File: src/rtl/uart_pkg.sv
`default_nettype none
// ============================================================================
// Module  : uart_pkg
// Brief   : Shared types and defaults for the UART blocks.
// Revision: 1.0 - initial release
// ============================================================================
package uart_pkg;

    typedef enum logic [2:0] {
        IDLE  = 3'd0,
        START = 3'd1,
        DATA  = 3'd2,
        STOP  = 3'd3,
        BREAK = 3'd4
    } uart_rx_state_t;

    localparam int UART_DEF_WIDTH        = 8;
    localparam int UART_DEF_CLKS_PER_BIT = 16;

endpackage
`default_nettype wire

File: src/rtl/bit_sync.sv
`default_nettype none
// ============================================================================
// Module  : bit_sync
// Brief   : Two-flop synchroniser for an asynchronous pin; both flops reset to 1.
// Revision: 1.0 - initial release
// ============================================================================
module bit_sync (
    input  logic clk,
    input  logic reset,
    input  logic i_d,
    output logic o_q
);

    logic r_meta;
    logic r_sync;

    always_ff @(posedge clk or negedge reset) begin
        if (!reset) begin
            r_meta <= 1'b1;
            r_sync <= 1'b1;
        end else begin
            r_meta <= i_d;
            r_sync <= r_meta;
        end
    end

    assign o_q = r_sync;

endmodule
`default_nettype wire

File: src/rtl/uart_rx.sv
`default_nettype none
// ============================================================================
// Module  : uart_rx
// Brief   : UART receiver (start, WIDTH data bits LSB first, stop) with
//           valid/ack output handshake, framing-error pulse and sticky overrun.
// Revision: 1.0 - initial release
// ============================================================================
module uart_rx
    import uart_pkg::*;
#(
    parameter int WIDTH        = UART_DEF_WIDTH,
    parameter int CLKS_PER_BIT = UART_DEF_CLKS_PER_BIT
) (
    input  logic             clk,
    input  logic             reset,
    input  logic             serialIn,
    output logic [WIDTH-1:0] dataOut,
    output logic             valid,
    input  logic             ack,
    output logic             frameErr,
    output logic             overrun
);

    localparam int CNT_W = (CLKS_PER_BIT > 1) ? $clog2(CLKS_PER_BIT) : 1;
    localparam int IDX_W = $clog2(WIDTH + 1);

    localparam logic [CNT_W-1:0] c_CNT_MID  = CNT_W'(CLKS_PER_BIT / 2 - 1);
    localparam logic [CNT_W-1:0] c_CNT_LAST = CNT_W'(CLKS_PER_BIT - 1);
    localparam logic [IDX_W-1:0] c_IDX_LAST = IDX_W'(WIDTH - 1);

    uart_rx_state_t   r_state;
    uart_rx_state_t   w_state_next;
    logic [CNT_W-1:0] r_cnt;
    logic [IDX_W-1:0] r_idx;
    logic [WIDTH-1:0] r_shift;
    logic [WIDTH-1:0] w_shift_next;
    logic [WIDTH-1:0] r_data;
    logic             r_valid;
    logic             r_overrun;
    logic             r_frame_err;
    logic             w_rxs;
    logic             w_cnt_clr;
    logic             w_bit_sample;
    logic             w_stop_good;
    logic             w_stop_bad;

    bit_sync u_sync (
        .clk   (clk),
        .reset (reset),
        .i_d   (serialIn),
        .o_q   (w_rxs)
    );

    // Bits enter at the MSB and shift down, so the first (LSB) bit lands in bit 0.
    generate
        if (WIDTH == 1) begin : g_shift_w1
            assign w_shift_next = w_rxs;
        end else begin : g_shift_wn
            assign w_shift_next = {w_rxs, r_shift[WIDTH-1:1]};
        end
    endgenerate

    always_ff @(posedge clk or negedge reset) begin
        if (!reset) begin
            r_state <= IDLE;
        end else begin
            r_state <= w_state_next;
        end
    end

    always_comb begin
        w_state_next = r_state;
        w_cnt_clr    = 1'b0;
        w_bit_sample = 1'b0;
        w_stop_good  = 1'b0;
        w_stop_bad   = 1'b0;
        case (r_state)
            IDLE: begin
                if (!w_rxs) begin
                    w_state_next = START;
                    w_cnt_clr    = 1'b1;
                end
            end
            START: begin
                if (r_cnt == c_CNT_MID) begin
                    w_cnt_clr    = 1'b1;
                    w_state_next = w_rxs ? IDLE : DATA;
                end
            end
            DATA: begin
                if (r_cnt == c_CNT_LAST) begin
                    w_cnt_clr    = 1'b1;
                    w_bit_sample = 1'b1;
                    if (r_idx == c_IDX_LAST) begin
                        w_state_next = STOP;
                    end
                end
            end
            STOP: begin
                if (r_cnt == c_CNT_LAST) begin
                    w_cnt_clr = 1'b1;
                    if (w_rxs) begin
                        w_stop_good  = 1'b1;
                        w_state_next = IDLE;
                    end else begin
                        w_stop_bad   = 1'b1;
                        w_state_next = BREAK;
                    end
                end
            end
            BREAK: begin
                if (w_rxs) begin
                    w_state_next = IDLE;
                end
            end
            default: begin
                w_state_next = IDLE;
            end
        endcase
    end

    always_ff @(posedge clk or negedge reset) begin
        if (!reset) begin
            r_cnt       <= '0;
            r_idx       <= '0;
            r_shift     <= '0;
            r_data      <= '0;
            r_valid     <= 1'b0;
            r_overrun   <= 1'b0;
            r_frame_err <= 1'b0;
        end else begin
            r_cnt <= w_cnt_clr ? '0 : r_cnt + CNT_W'(1);

            if (r_state != DATA) begin
                r_idx <= '0;
            end else if (w_bit_sample) begin
                r_idx <= r_idx + IDX_W'(1);
            end

            if (w_bit_sample) begin
                r_shift <= w_shift_next;
            end

            r_frame_err <= w_stop_bad;

            // A load beats a simultaneous ack: the new word stays valid and no overrun is flagged.
            if (w_stop_good) begin
                r_data    <= r_shift;
                r_valid   <= 1'b1;
                r_overrun <= r_valid & ~ack;
            end else if (ack && r_valid) begin
                r_valid   <= 1'b0;
                r_overrun <= 1'b0;
            end
        end
    end

    assign dataOut  = r_data;
    assign valid    = r_valid;
    assign overrun  = r_overrun;
    assign frameErr = r_frame_err;

endmodule
`default_nettype wire
File: config.mk
export PLATFORM = sky130hd
export DESIGN_NAME = uart_rx
export DESIGN_NICKNAME = d
export VERILOG_FILES = /design/src/rtl/uart_pkg.sv /design/src/rtl/bit_sync.sv /design/src/rtl/uart_rx.sv
export SDC_FILE = /design/constraint.sdc
export NUM_CORES = 1
export LEC_CHECK = 0
export ABC_AREA = 1
export BUFFER_PORTS_ARGS = -buffer_cell sky130_fd_sc_hd__buf_4
export CAP_MARGIN = 40
export CELL_PAD_IN_SITES_DETAIL_PLACEMENT = 1
export CELL_PAD_IN_SITES_GLOBAL_PLACEMENT = 1
export CORE_UTILIZATION = 43
export CTS_CLUSTER_SIZE = 25
export DETAILED_ROUTE_END_ITERATION = 8
export PLACE_DENSITY_LB_ADDON = 0.1
export SETUP_SLACK_MARGIN = 0.05
export SLEW_MARGIN = 20
export SYNTH_ARGS = -nofsm -noshare
export SYNTH_HDL_FRONTEND = slang
export SYNTH_SLANG_ARGS = --single-unit
File: constraint.sdc
create_clock -name clk -period 1.4 [get_ports clk]
set_input_delay 0.07 -clock clk [delete_from_list [all_inputs] [get_ports clk]]
set_output_delay 0.07 -clock clk [all_outputs]
set_load 0.05 [all_outputs]
==> results of run 1 <==
[metrics by stage]
stage               hold slack (ns)  setup slack [ns]
floorplan                    -0.226             0.150
global placement             0.0256            0.0330
detailed placement           0.0246           -0.0211
CTS                          0.0109            0.0545
global route                 0.0294           -0.0376
finish                       0.0193            0.0307
[worst max-delay path by stage]
| stage | startpoint | to | slack, ns | cells past startpoint |
|---|---|---|---|---|
| finish | r_state[2]$_DFFE_PN0P_ | r_state[1]$_DFFE_PN0P_ | 0.03 | 7 |
| global route | r_cnt[1]$_DFF_PN0_ | r_state[0]$_DFFE_PN0P_ | -0.04 | 8 |
| CTS | u_sync.o_q$_DFF_PN1_ | r_state[1]$_DFFE_PN0P_ | 0.05 | 7 |
| detailed placement | r_cnt[1]$_DFF_PN0_ | dataOut[4]$_DFFE_PN0P_ | -0.02 | 6 |
| global placement | r_cnt[0]$_DFF_PN0_ | dataOut[1]$_DFFE_PN0P_ | 0.03 | 6 |
| floorplan | r_cnt[0]$_DFF_PN0_ | r_state[2]$_DFFE_PN0P_ | 0.15 | 8 |
[repair_timing]
item | CTS | global route
cloned | 2 | 0
pin swaps | 2 | 8
endpoints found under the setup margin | 14 | 22
hold buffers | 2 | 0
gates resized for setup | 8 | 19
buffers inserted | 2 | 6
endpoints found under the hold margin | 33 | 0
[per-layer routing]
layer | share of wire | GRT usage
met5 | 0 | 0
met4 | 0.017 | 0.0816
met3 | 0.030 | 0.0459
met2 | 0.51 | 0.317
met1 | 0.44 | 0.274
[worst max-delay path: stages, from the launching register on]
cell	delay, ns
sky130_fd_sc_hd__dfrtp_2	0.48
sky130_fd_sc_hd__inv_1	0.12
sky130_fd_sc_hd__nand3_1	0.15
sky130_fd_sc_hd__nor2_2	0.19
sky130_fd_sc_hd__nor2_2	0.06
sky130_fd_sc_hd__buf_4	0.13
sky130_fd_sc_hd__nand3_1	0.07
sky130_fd_sc_hd__nand2_1	0.06
[state kept, by name, indices dropped and copies added (netlist names)]
signal / cells
dataOut: 8
frameErr: 1
overrun: 1
r_cnt: 4
r_idx: 4
r_shift: 8
r_state: 3
u_sync.o_q: 1
u_sync.r_meta: 1
valid: 1
[cell families after synthesis]
logic type	after synthesis	share of synthesized area
and+or+nand+nor	68	0.220
xor gates and xnor gates	3	0.0188
buffers and inverters	21	0.0672
muxes	1	0.00806
DFF	32	0.575
adders and majority gates	2	0.0179
AOI/OAI and AO/OA	20	0.0923
[cell usage in the layout, fill, tap and decap left out, types with 2 or more instances in the layout]
| cell type | n |
|---|---|
| sky130_fd_sc_hd__buf_12 | 2 |
| sky130_fd_sc_hd__buf_4 | 23 |
| sky130_fd_sc_hd__clkbuf_1 | 2 |
| sky130_fd_sc_hd__clkbuf_4 | 5 |
| sky130_fd_sc_hd__dfrtp_1 | 29 |
| sky130_fd_sc_hd__dfstp_2 | 2 |
| sky130_fd_sc_hd__dlygate4sd3_1 | 2 |
| sky130_fd_sc_hd__inv_1 | 19 |
| sky130_fd_sc_hd__nand2_1 | 33 |
| sky130_fd_sc_hd__nand2_4 | 2 |
| sky130_fd_sc_hd__nand3_1 | 8 |
| sky130_fd_sc_hd__nand3_4 | 4 |
| sky130_fd_sc_hd__nor2_1 | 7 |
| sky130_fd_sc_hd__nor2_2 | 7 |
| sky130_fd_sc_hd__nor2_4 | 6 |
| sky130_fd_sc_hd__o21ai_0 | 9 |
| sky130_fd_sc_hd__o21ai_1 | 3 |
| sky130_fd_sc_hd__o21ai_2 | 6 |
| sky130_fd_sc_hd__xnor2_1 | 2 |
[cell type report]
| cell class | count | area share |
|---|---|---|
| Sequential cell | 32 | 0.436 |
| Multi-Input combinational cell | 96 | 0.342 |
| Timing Repair Buffer | 27 | 0.126 |
| Inverter | 19 | 0.0387 |
| Tap cell | 44 | 0.0299 |
| Clock buffer | 7 | 0.0244 |
| Clock inverter | 1 | 0.00271 |
[power by group]
part | leakage [nW] | switching [mW] | internal, mW
combinational | 0.422 | 0.724 | 0.450
clock | 0.0293 | 0.288 | 0.196
sequential | 0.422 | 0.223 | 1.09
==> results.py, run 1 <==
metrics = {
    "hold_path": {
        "worst_hold_path.num_cells": 4,
        "worst_hold_path_type": "in2reg",
        "hp-start": "ack",
        "worstHoldEndpoint": "valid$_DFFE_PN0P_",
    },
    "clock_network": {
        "htree_num_levels": 2,
        "tritoncts_num_sinks": 32,
        "cts_buffers": 5,
        "cts_tree": "yes",
        "clk_latency_ns": 0.32,
        "cts_root_buf": "sky130_fd_sc_hd__clkbuf_4",
        "clock_tree.buffer_depth": 2,
        "cts.reportedPaths.clkPinSlew_ns": 0.09,
    },
    "timing": {
        "grt_setup_unrepaired": "yes",
        "timing.setup.tns_ns": 0,
        "maximum_achievable_frequency_ghz": 0.730,
        "fin_crit_ns": 1.37,
        "final_hold_viol_count": 0,
        "maxSlewViolCount": 0,
        "layout_worst_path_cycle_share": 0.978,
        "finalClockSkew_ns": 0.0161,
        "worst_pin_slew_ns": 0.390,
        "final-setup-viol-count": 0,
        "slew_headroom": 0.740,
    },
    "yosys": {
        "post_synth_main_area_contributors": "sky130_fd_sc_hd__dfrtp_1 54%, sky130_fd_sc_hd__nand2_1 9.4%, sky130_fd_sc_hd__inv_1 5.1%",
        "synth_enable_flop_cells": 0,
        "yosys_register_bits": 32,
        "synth_area_mm2": 0.00140,
        "share_of_flip_flops_with_an_asynchronous_set_or_reset_after_synthesis": 1.00,
        "gate_count_after_technology_mapping": 147,
        "ys_dominant_reg_cell": "sky130_fd_sc_hd__dfrtp_1",
        "ys_warn_count": 0,
        "yosys.area.top_type_share": 0.538,
        "synth.most_common_cell": "sky130_fd_sc_hd__nand2_1",
        "netlist-cell-type-count": 21,
        "synth.top_cells.by_count": "35 x sky130_fd_sc_hd__nand2_1, 30 x sky130_fd_sc_hd__dfrtp_1, 19 x sky130_fd_sc_hd__inv_1, 15 x sky130_fd_sc_hd__nor2_1, 10 x sky130_fd_sc_hd__nand3_1",
        "syn-mean-instance-area_um2": 9.50,
        "yosys.area.top_type": "sky130_fd_sc_hd__dfrtp_1",
        "synth.yosys.seq_area_share": 0.575,
        "synth_fp_nets": 153,
    },
    "route": {
        "routed_wire_length_per_instance_um": 14.5,
        "drt-total-wl_um": 3290,
        "route.antenna.remaining_nets": 0,
        "detailedRoute.firstPassIterationCount": 4,
        "drc": 0,
        "drt-vias-per-instance": 4.92,
        "dr.first_iter.drc_count": 34,
        "num_vias": 1113,
    },
    "final_layout": {
        "n_antenna_cell": 0,
        "final_nets": 187,
        "postLayoutCellArea_mm2": 0.00184,
        "nFillCells": 347,
        "layout-drive-gt1-share": 0.357,
        "multiInputGateArea_um2": 631,
        "layoutNonFillerInstCount": 226,
        "final_core_util": 0.599,
        "seq_area_um2": 805,
        "area.growth.synth_to_final_pct": 32.1,
    },
    "floorplanning": {
        "floorplan.io_pins": 15,
        "design.core.area_mm2": 0.00308,
        "die_w_um": 59.0,
        "cell_row_count": 20,
        "design.die.area_mm2": 0.00348,
        "die_y_um": 59.0,
        "start_util": 0.454,
    },
    "power_and_ir_drop": {
        "design_power_total_mw": 2.97,
        "max-vdd-ir-drop_mv": 0.740,
        "power_density_mw_per_mm2": 1610,
        "leakage_nw": 0.873,
    },
    "setup_path": {
        "worst_r2r_endpoint": "r_state[1]$_DFFE_PN0P_",
        "r2r_cells": 7,
        "critPathKind": "reg2reg",
        "required_ns": 1.60,
        "critPathMaxFanout": 6,
        "critical_path_arrival_ns": 1.57,
        "setup.reg_to_reg.worst_slack_ns": 0.03,
        "rr_startpoint": "r_state[2]$_DFFE_PN0P_",
        "critPathLaunchType": "flop",
        "cp-end-kind": "flop",
    },
    "status": {
        "outcome": "complete, no violations",
    },
    "placement": {
        "numPlacedInstances": 206,
        "placed_cell_area_mm2": 0.00157,
        "detailedPlacementHpwl_um": 1880,
        "routabilityCongestion": 0.789,
        "buffers_added_on_ports": 14,
    },
    "global_route": {
        "grt_util_all_layers": 0.203,
        "grt_max_degree": 33,
        "via_count_of_the_first_global_routing_pass": 1110,
        "initial_antenna_violation_count": 0,
        "grt_pass1_wl_um": 5180,
        "total_congestion_overflow_after_global_routing": 0,
    },
    "flow_run": {
        "timing.max_cap.violations": 0,
    },
}
Note: power is estimated with default switching activity, not from simulation.
==> inputs of run 2 (changes only) <==
clock period = 1.45 ns   (was 1.4 ns; I/O delays follow)
==> run 2 against run 1 <==
Clock power is 38% higher. Sequential share of layout area grew 0.21 points. Non-clock buffer count grew 1. Via count about the same. Flip-flop and latch count did not move. Sequential power decreased by 6%. Final area shrank 0.47%. Combinational power down 11%. Register-to-register slack better by 0.03 ns. Global-route usage is 0.41 points higher. First-iteration DRC count is 41% higher. Worst hold slack gained 0.17 ns.
==> results.py, run 2 (synthesis gave the netlist of run 1 again) <==
metrics = {
    "status": {
        "outcome": "complete, no violations",
    },
    "power_and_ir_drop": {
        "combinational_fraction_of_design_power": 0.354,
        "power_density_mw_per_mm2": 1610,
        "p_seq_frac": 0.420,
        "clock_group_share_of_total_power": 0.227,
        "max-vdd-ir-drop_mv": 0.800,
        "power.switching_fraction": 0.385,
        "switchingPower_mw": 1.14,
        "leakage_nw": 0.881,
        "power.internal_mw": 1.81,
    },
    "route": {
        "drt-vias-per-instance": 4.91,
        "num_vias": 1114,
        "route.antenna.remaining_nets": 0,
        "drt-total-wl_um": 3380,
        "detailedRoute.firstPassIterationCount": 3,
        "drc": 0,
        "routed_wire_length_per_instance_um": 14.9,
        "dr.first_iter.drc_count": 48,
    },
    "clock_network": {
        "htree_num_levels": 2,
        "cts.reportedPaths.clkPinSlew_ns": 0.11,
        "clock_tree.buffer_depth": 2,
        "tritoncts_num_sinks": 32,
        "cts_root_buf": "sky130_fd_sc_hd__clkbuf_4",
        "cts_tree": "yes",
        "cts_buffers": 5,
        "clk_latency_ns": 0.34,
    },
    "setup_path": {
        "rr_startpoint": "r_idx[1]$_DFFE_PN0P_",
        "critical_path_arrival_ns": 1.63,
        "setup.reg_to_reg.worst_slack_ns": 0.06,
        "critPathMaxFanout": 4,
        "r2r_cells": 8,
        "critPathKind": "reg2reg",
        "worst_r2r_endpoint": "r_state[2]$_DFFE_PN0P_",
        "critPathLaunchType": "flop",
        "cp-startpoint": "r_idx[1]$_DFFE_PN0P_",
        "required_ns": 1.69,
        "cp-end-kind": "flop",
        "crit_path_end": "r_state[2]$_DFFE_PN0P_",
    },
    "timing": {
        "slew_headroom": 0.740,
        "finalClockSkew_ns": 0.0192,
        "maxSlewViolCount": 0,
        "worst_pin_slew_ns": 0.391,
        "final-setup-viol-count": 0,
        "fin_crit_ns": 1.39,
        "maximum_achievable_frequency_ghz": 0.719,
        "layout_worst_path_cycle_share": 0.959,
        "grt_setup_unrepaired": "yes",
        "timing.setup.tns_ns": 0,
        "final_critical_path_setup_slack_ns": 0.0598,
        "final_hold_viol_count": 0,
    },
    "floorplanning": {
        "floorplan.io_pins": 15,
        "cell_row_count": 20,
        "die_y_um": 59.0,
        "die_w_um": 59.0,
        "start_util": 0.454,
        "design.die.area_mm2": 0.00348,
        "design.core.area_mm2": 0.00308,
    },
    "final_layout": {
        "layout-drive-gt1-share": 0.344,
        "layout_common_cells": "31 x sky130_fd_sc_hd__nand2_1, 29 x sky130_fd_sc_hd__dfrtp_1, 23 x sky130_fd_sc_hd__buf_4",
        "postLayoutCellArea_mm2": 0.00184,
        "final_nets": 188,
        "mostFrequentLayoutCell": "sky130_fd_sc_hd__nand2_1",
        "n_antenna_cell": 0,
        "area.growth.synth_to_final_pct": 31.5,
    },
    "flow_run": {
        "timing.max_cap.violations": 0,
    },
    "global_route": {
        "grt_util_all_layers": 0.207,
        "initial_antenna_violation_count": 0,
        "via_count_of_the_first_global_routing_pass": 1117,
        "grt_pass1_wl_um": 5110,
        "grt_max_degree": 33,
        "total_congestion_overflow_after_global_routing": 0,
    },
    "placement": {
        "routabilityCongestion": 0.820,
        "detailedPlacementHpwl_um": 1920,
        "post-place-ws_ns": -0.000198,
        "placed_cell_area_mm2": 0.00156,
        "buffers_added_on_ports": 14,
    },
    "hold_path": {
        "worst_hold_path_type": "in2async",
    },
}
-- run 2: critical path, stage by stage (launching register included) --
cell	delay, ns
sky130_fd_sc_hd__dfrtp_1	0.42
sky130_fd_sc_hd__ha_2	0.22
sky130_fd_sc_hd__nand2_1	0.06
sky130_fd_sc_hd__nor2_1	0.11
sky130_fd_sc_hd__nor2_1	0.06
sky130_fd_sc_hd__nor2_2	0.20
sky130_fd_sc_hd__nand2_2	0.10
sky130_fd_sc_hd__nand2_2	0.08
sky130_fd_sc_hd__nand2_2	0.05
-- run 2: layer usage --
layer,vias up,routed length [um],GRT usage
met5,-,0,0
li1,541,-,-
met1,543,1490,0.261
met4,0,105,0.126
met3,12,84,0.0459
met2,18,1700,0.325
-- run 2: metrics by stage --
| step | hold slack, ns | total power [mW] | instances | util |
|---|---|---|---|---|
| 4_1_cts | 0.193 | 2.73 | 218 | 0.550 |
| 6_report | 0.194 | 2.95 | 227 | 0.596 |
| 3_3_place_gp | 0.0273 | 1.96 | 205 | 0.507 |
| 5_1_grt | 0.238 | 3.15 | 227 | 0.596 |
| 2_1_floorplan | -0.223 | 1.76 | 147 | - |
| 3_5_place_dp | 0.0278 | 1.99 | 205 | 0.507 |
-- run 2: area by class of cell --
type	count	area (um2)
clock buffer	6	41.3
inverter	19	71.3
clock inverter	2	35.0
multi-input combinational	96	586
tap	44	55.1
sequential	32	805
fill	363	1240
timing repair buffer	28	243
-- run 2: worst min-delay path by stage --
stage	to	slack, ns	cells after the start
floorplan	dataOut[0]$_DFFE_PN0P_	-0.22	0
global placement	overrun$_DFFE_PN0P_	0.03	1
detailed placement	dataOut[1]$_DFFE_PN0P_	0.03	1
CTS	r_state[2]$_DFFE_PN0P_	0.19	2
global route	r_state[1]$_DFFE_PN0P_	0.24	2
finish	r_idx[3]$_DFFE_PN0P_	0.19	2
-- run 2: power groups by stage --
| stage | registers [mW] | clock network [mW] | logic (mW) |
|---|---|---|---|
| global placement | 1.21 | 0 | 0.754 |
| global route | 1.26 | 0.719 | 1.17 |
| CTS | 1.20 | 0.695 | 0.831 |
| finish | 1.24 | 0.668 | 1.04 |
| detailed placement | 1.22 | 0 | 0.766 |
| floorplan | 1.25 | 0 | 0.517 |
-- run 2: repair_timing --
item | CTS | global route
setup endpoints to repair | 12 | 20
hold endpoints to repair | 34 | 0
buffers inserted | 1 | 8
resized for setup | 1 | 16
gates cloned | 1 | 1
hold buffers | 3 | 0
pin swaps | 2 | 7
==> inputs of run 3 (changes only) <==
PLACE_DENSITY = 0.75   (was unset)
PLACE_DENSITY_LB_ADDON = unset   (was 0.1)
clock period = 1.5 ns   (was 1.45 ns; I/O delays follow)
==> run 3 against run 2 <==
Clock power decreased by 21%. Global-route usage shrank 0.69 points. Power down 12%. Die area unchanged. Critical path type unchanged.
==> results.py, run 3 (synthesis gave the netlist of run 1 again) <==
metrics = {
    "timing": {
        "maximum_achievable_frequency_ghz": 0.707,
        "final_hold_viol_count": 0,
        "timing.hold.ws_ns": 0.0110,
        "worst_pin_slew_ns": 0.406,
        "layout_worst_path_cycle_share": 0.943,
        "maxSlewViolCount": 0,
        "slew_headroom": 0.729,
        "final-setup-viol-count": 0,
        "grt_setup_unrepaired": "yes",
        "fin_crit_ns": 1.41,
        "finalClockSkew_ns": 0.0178,
    },
    "setup_path": {
        "required_ns": 1.72,
        "critPathKind": "reg2reg",
        "critPathMaxFanout": 5,
        "crit_slowest_cell": "sky130_fd_sc_hd__dfrtp_1",
        "critPathLaunchType": "flop",
        "critical_path_arrival_ns": 1.63,
        "critical_path.max_stage_delay_ns": 0.41,
        "cp-end-kind": "flop",
        "cp-startpoint": "r_cnt[1]$_DFF_PN0_",
        "timing.critical_path.cells": "ha_4 > nand2_2 > nor2_4 > nor2_2 > mux2_2",
        "rr_startpoint": "r_cnt[1]$_DFF_PN0_",
    },
    "power_and_ir_drop": {
        "design_power_total_mw": 2.58,
        "max-vdd-ir-drop_mv": 0.846,
        "leakage_nw": 0.824,
        "power_density_mw_per_mm2": 1510,
    },
    "clock_network": {
        "cts.reportedPaths.clkPinSlew_ns": 0.11,
        "tritoncts_num_sinks": 32,
        "clock_tree.buffer_depth": 2,
        "cts_buffers": 5,
        "cts_root_buf": "sky130_fd_sc_hd__clkbuf_4",
        "cts_tree": "yes",
        "htree_num_levels": 2,
        "clk_latency_ns": 0.34,
    },
    "global_route": {
        "grt_pass1_wl_um": 4970,
        "initial_antenna_violation_count": 0,
        "grt_max_degree": 33,
        "grt_util_all_layers": 0.200,
        "total_congestion_overflow_after_global_routing": 0,
        "via_count_of_the_first_global_routing_pass": 1117,
    },
    "floorplanning": {
        "floorplan.io_pins": 15,
        "die_w_um": 59.0,
        "design.core.area_mm2": 0.00308,
        "start_util": 0.454,
        "design.die.area_mm2": 0.00348,
        "die_y_um": 59.0,
        "cell_row_count": 20,
    },
    "final_layout": {
        "final_core_util": 0.555,
        "layout-drive-gt1-share": 0.276,
        "mostFrequentLayoutCell": "sky130_fd_sc_hd__nand2_1",
        "layout_common_cells": "34 x sky130_fd_sc_hd__nand2_1, 30 x sky130_fd_sc_hd__dfrtp_1, 19 x sky130_fd_sc_hd__inv_1",
        "area.growth.synth_to_final_pct": 22.4,
        "final_nets": 179,
        "n_antenna_cell": 0,
        "postLayoutCellArea_mm2": 0.00171,
    },
    "route": {
        "drt-total-wl_um": 2970,
        "detailedRoute.firstPassIterationCount": 4,
        "drc": 0,
        "route.antenna.remaining_nets": 0,
        "drt-vias-per-instance": 4.86,
        "dr.first_iter.drc_count": 36,
        "routed_wire_length_per_instance_um": 13.6,
        "num_vias": 1059,
    },
    "placement": {
        "placed_cell_area_mm2": 0.00156,
        "detailedPlacementHpwl_um": 1970,
        "routabilityCongestion": 0.808,
        "buffers_added_on_ports": 14,
    },
    "status": {
        "outcome": "complete, no violations",
    },
    "flow_run": {
        "timing.max_cap.violations": 0,
    },
    "hold_path": {
        "worst_hold_path_type": "in2reg",
        "hp-start": "ack",
    },
}
-- run 3: per-stage QoR --
| stage | setup WS (ns) | TNS (ns) | instances |
|---|---|---|---|
| 2_1_floorplan | 0.250 | 0 | 147 |
| 3_3_place_gp | 0.122 | 0 | 205 |
| 3_5_place_dp | 0.0228 | 0 | 205 |
| 4_1_cts | 0.0388 | 0 | 216 |
| 5_1_grt | -0.0211 | -0.0324 | 218 |
| 6_report | 0.0855 | 0 | 218 |
-- run 3: area by class of cell --
cell class / instances / area, um2
fillers: 363 / 1370
inverters: 19 / 71.3
repair buffers: 20 / 168
clock inverters: 1 / 7.51
clock buffers: 7 / 55.1
well taps: 44 / 55.1
multi-input cells: 95 / 549
flip-flops and latches: 32 / 803
-- run 3: report_power, final --
part / internal (mW) / switching (mW) / total (mW)
clock: 0.229 / 0.298 / 0.528
combinational: 0.300 / 0.563 / 0.863
sequential: 1.02 / 0.174 / 1.19
-- run 3: worst max-delay path: cells and delay by family, from the launching register on --
| family | cells | cell delay, ns |
|---|---|---|
| flops | 1 | 0.41 |
| simple gates | 3 | 0.43 |
| mux | 1 | 0.27 |
| fa+ha+maj | 1 | 0.17 |
-- run 3: path summary, 6_finish.rpt --
kind / to / slack [ns] / cells past startpoint
setup / recovery: r_idx[0]$_DFFE_PN0P_ / 0.09 / 5
hold / removal: valid$_DFFE_PN0P_ / 0.01 / 4
setup reg to reg: r_idx[0]$_DFFE_PN0P_ / 0.09 / 5
hold reg to reg: u_sync.o_q$_DFF_PN1_ / 0.37 / 0
max in group asynchronous: u_sync.o_q$_DFF_PN1_ / 0.98 / 2
min in group asynchronous: r_state[2]$_DFFE_PN0P_ / 0.20 / 2
-- run 3: what timing repair did --
action                                  4_1_cts  5_1_grt
endpoints found under the hold margin        33        0
setup buffers                                 0        2
endpoints found under the setup margin       11       21
gates cloned                                  1        0
hold buffers                                  2        0
pin swaps                                     1        3
gates resized for setup                       2        7
-- run 3: per-layer routing --
metal / global-route usage / up-vias / share of wire
met4: 0.112 / 0 / 0.023
met2: 0.320 / 15 / 0.49
met3: 0.0459 / 8 / 0.028
met1: 0.250 / 518 / 0.46
met5: 0 / - / 0
li1: - / 518 / -
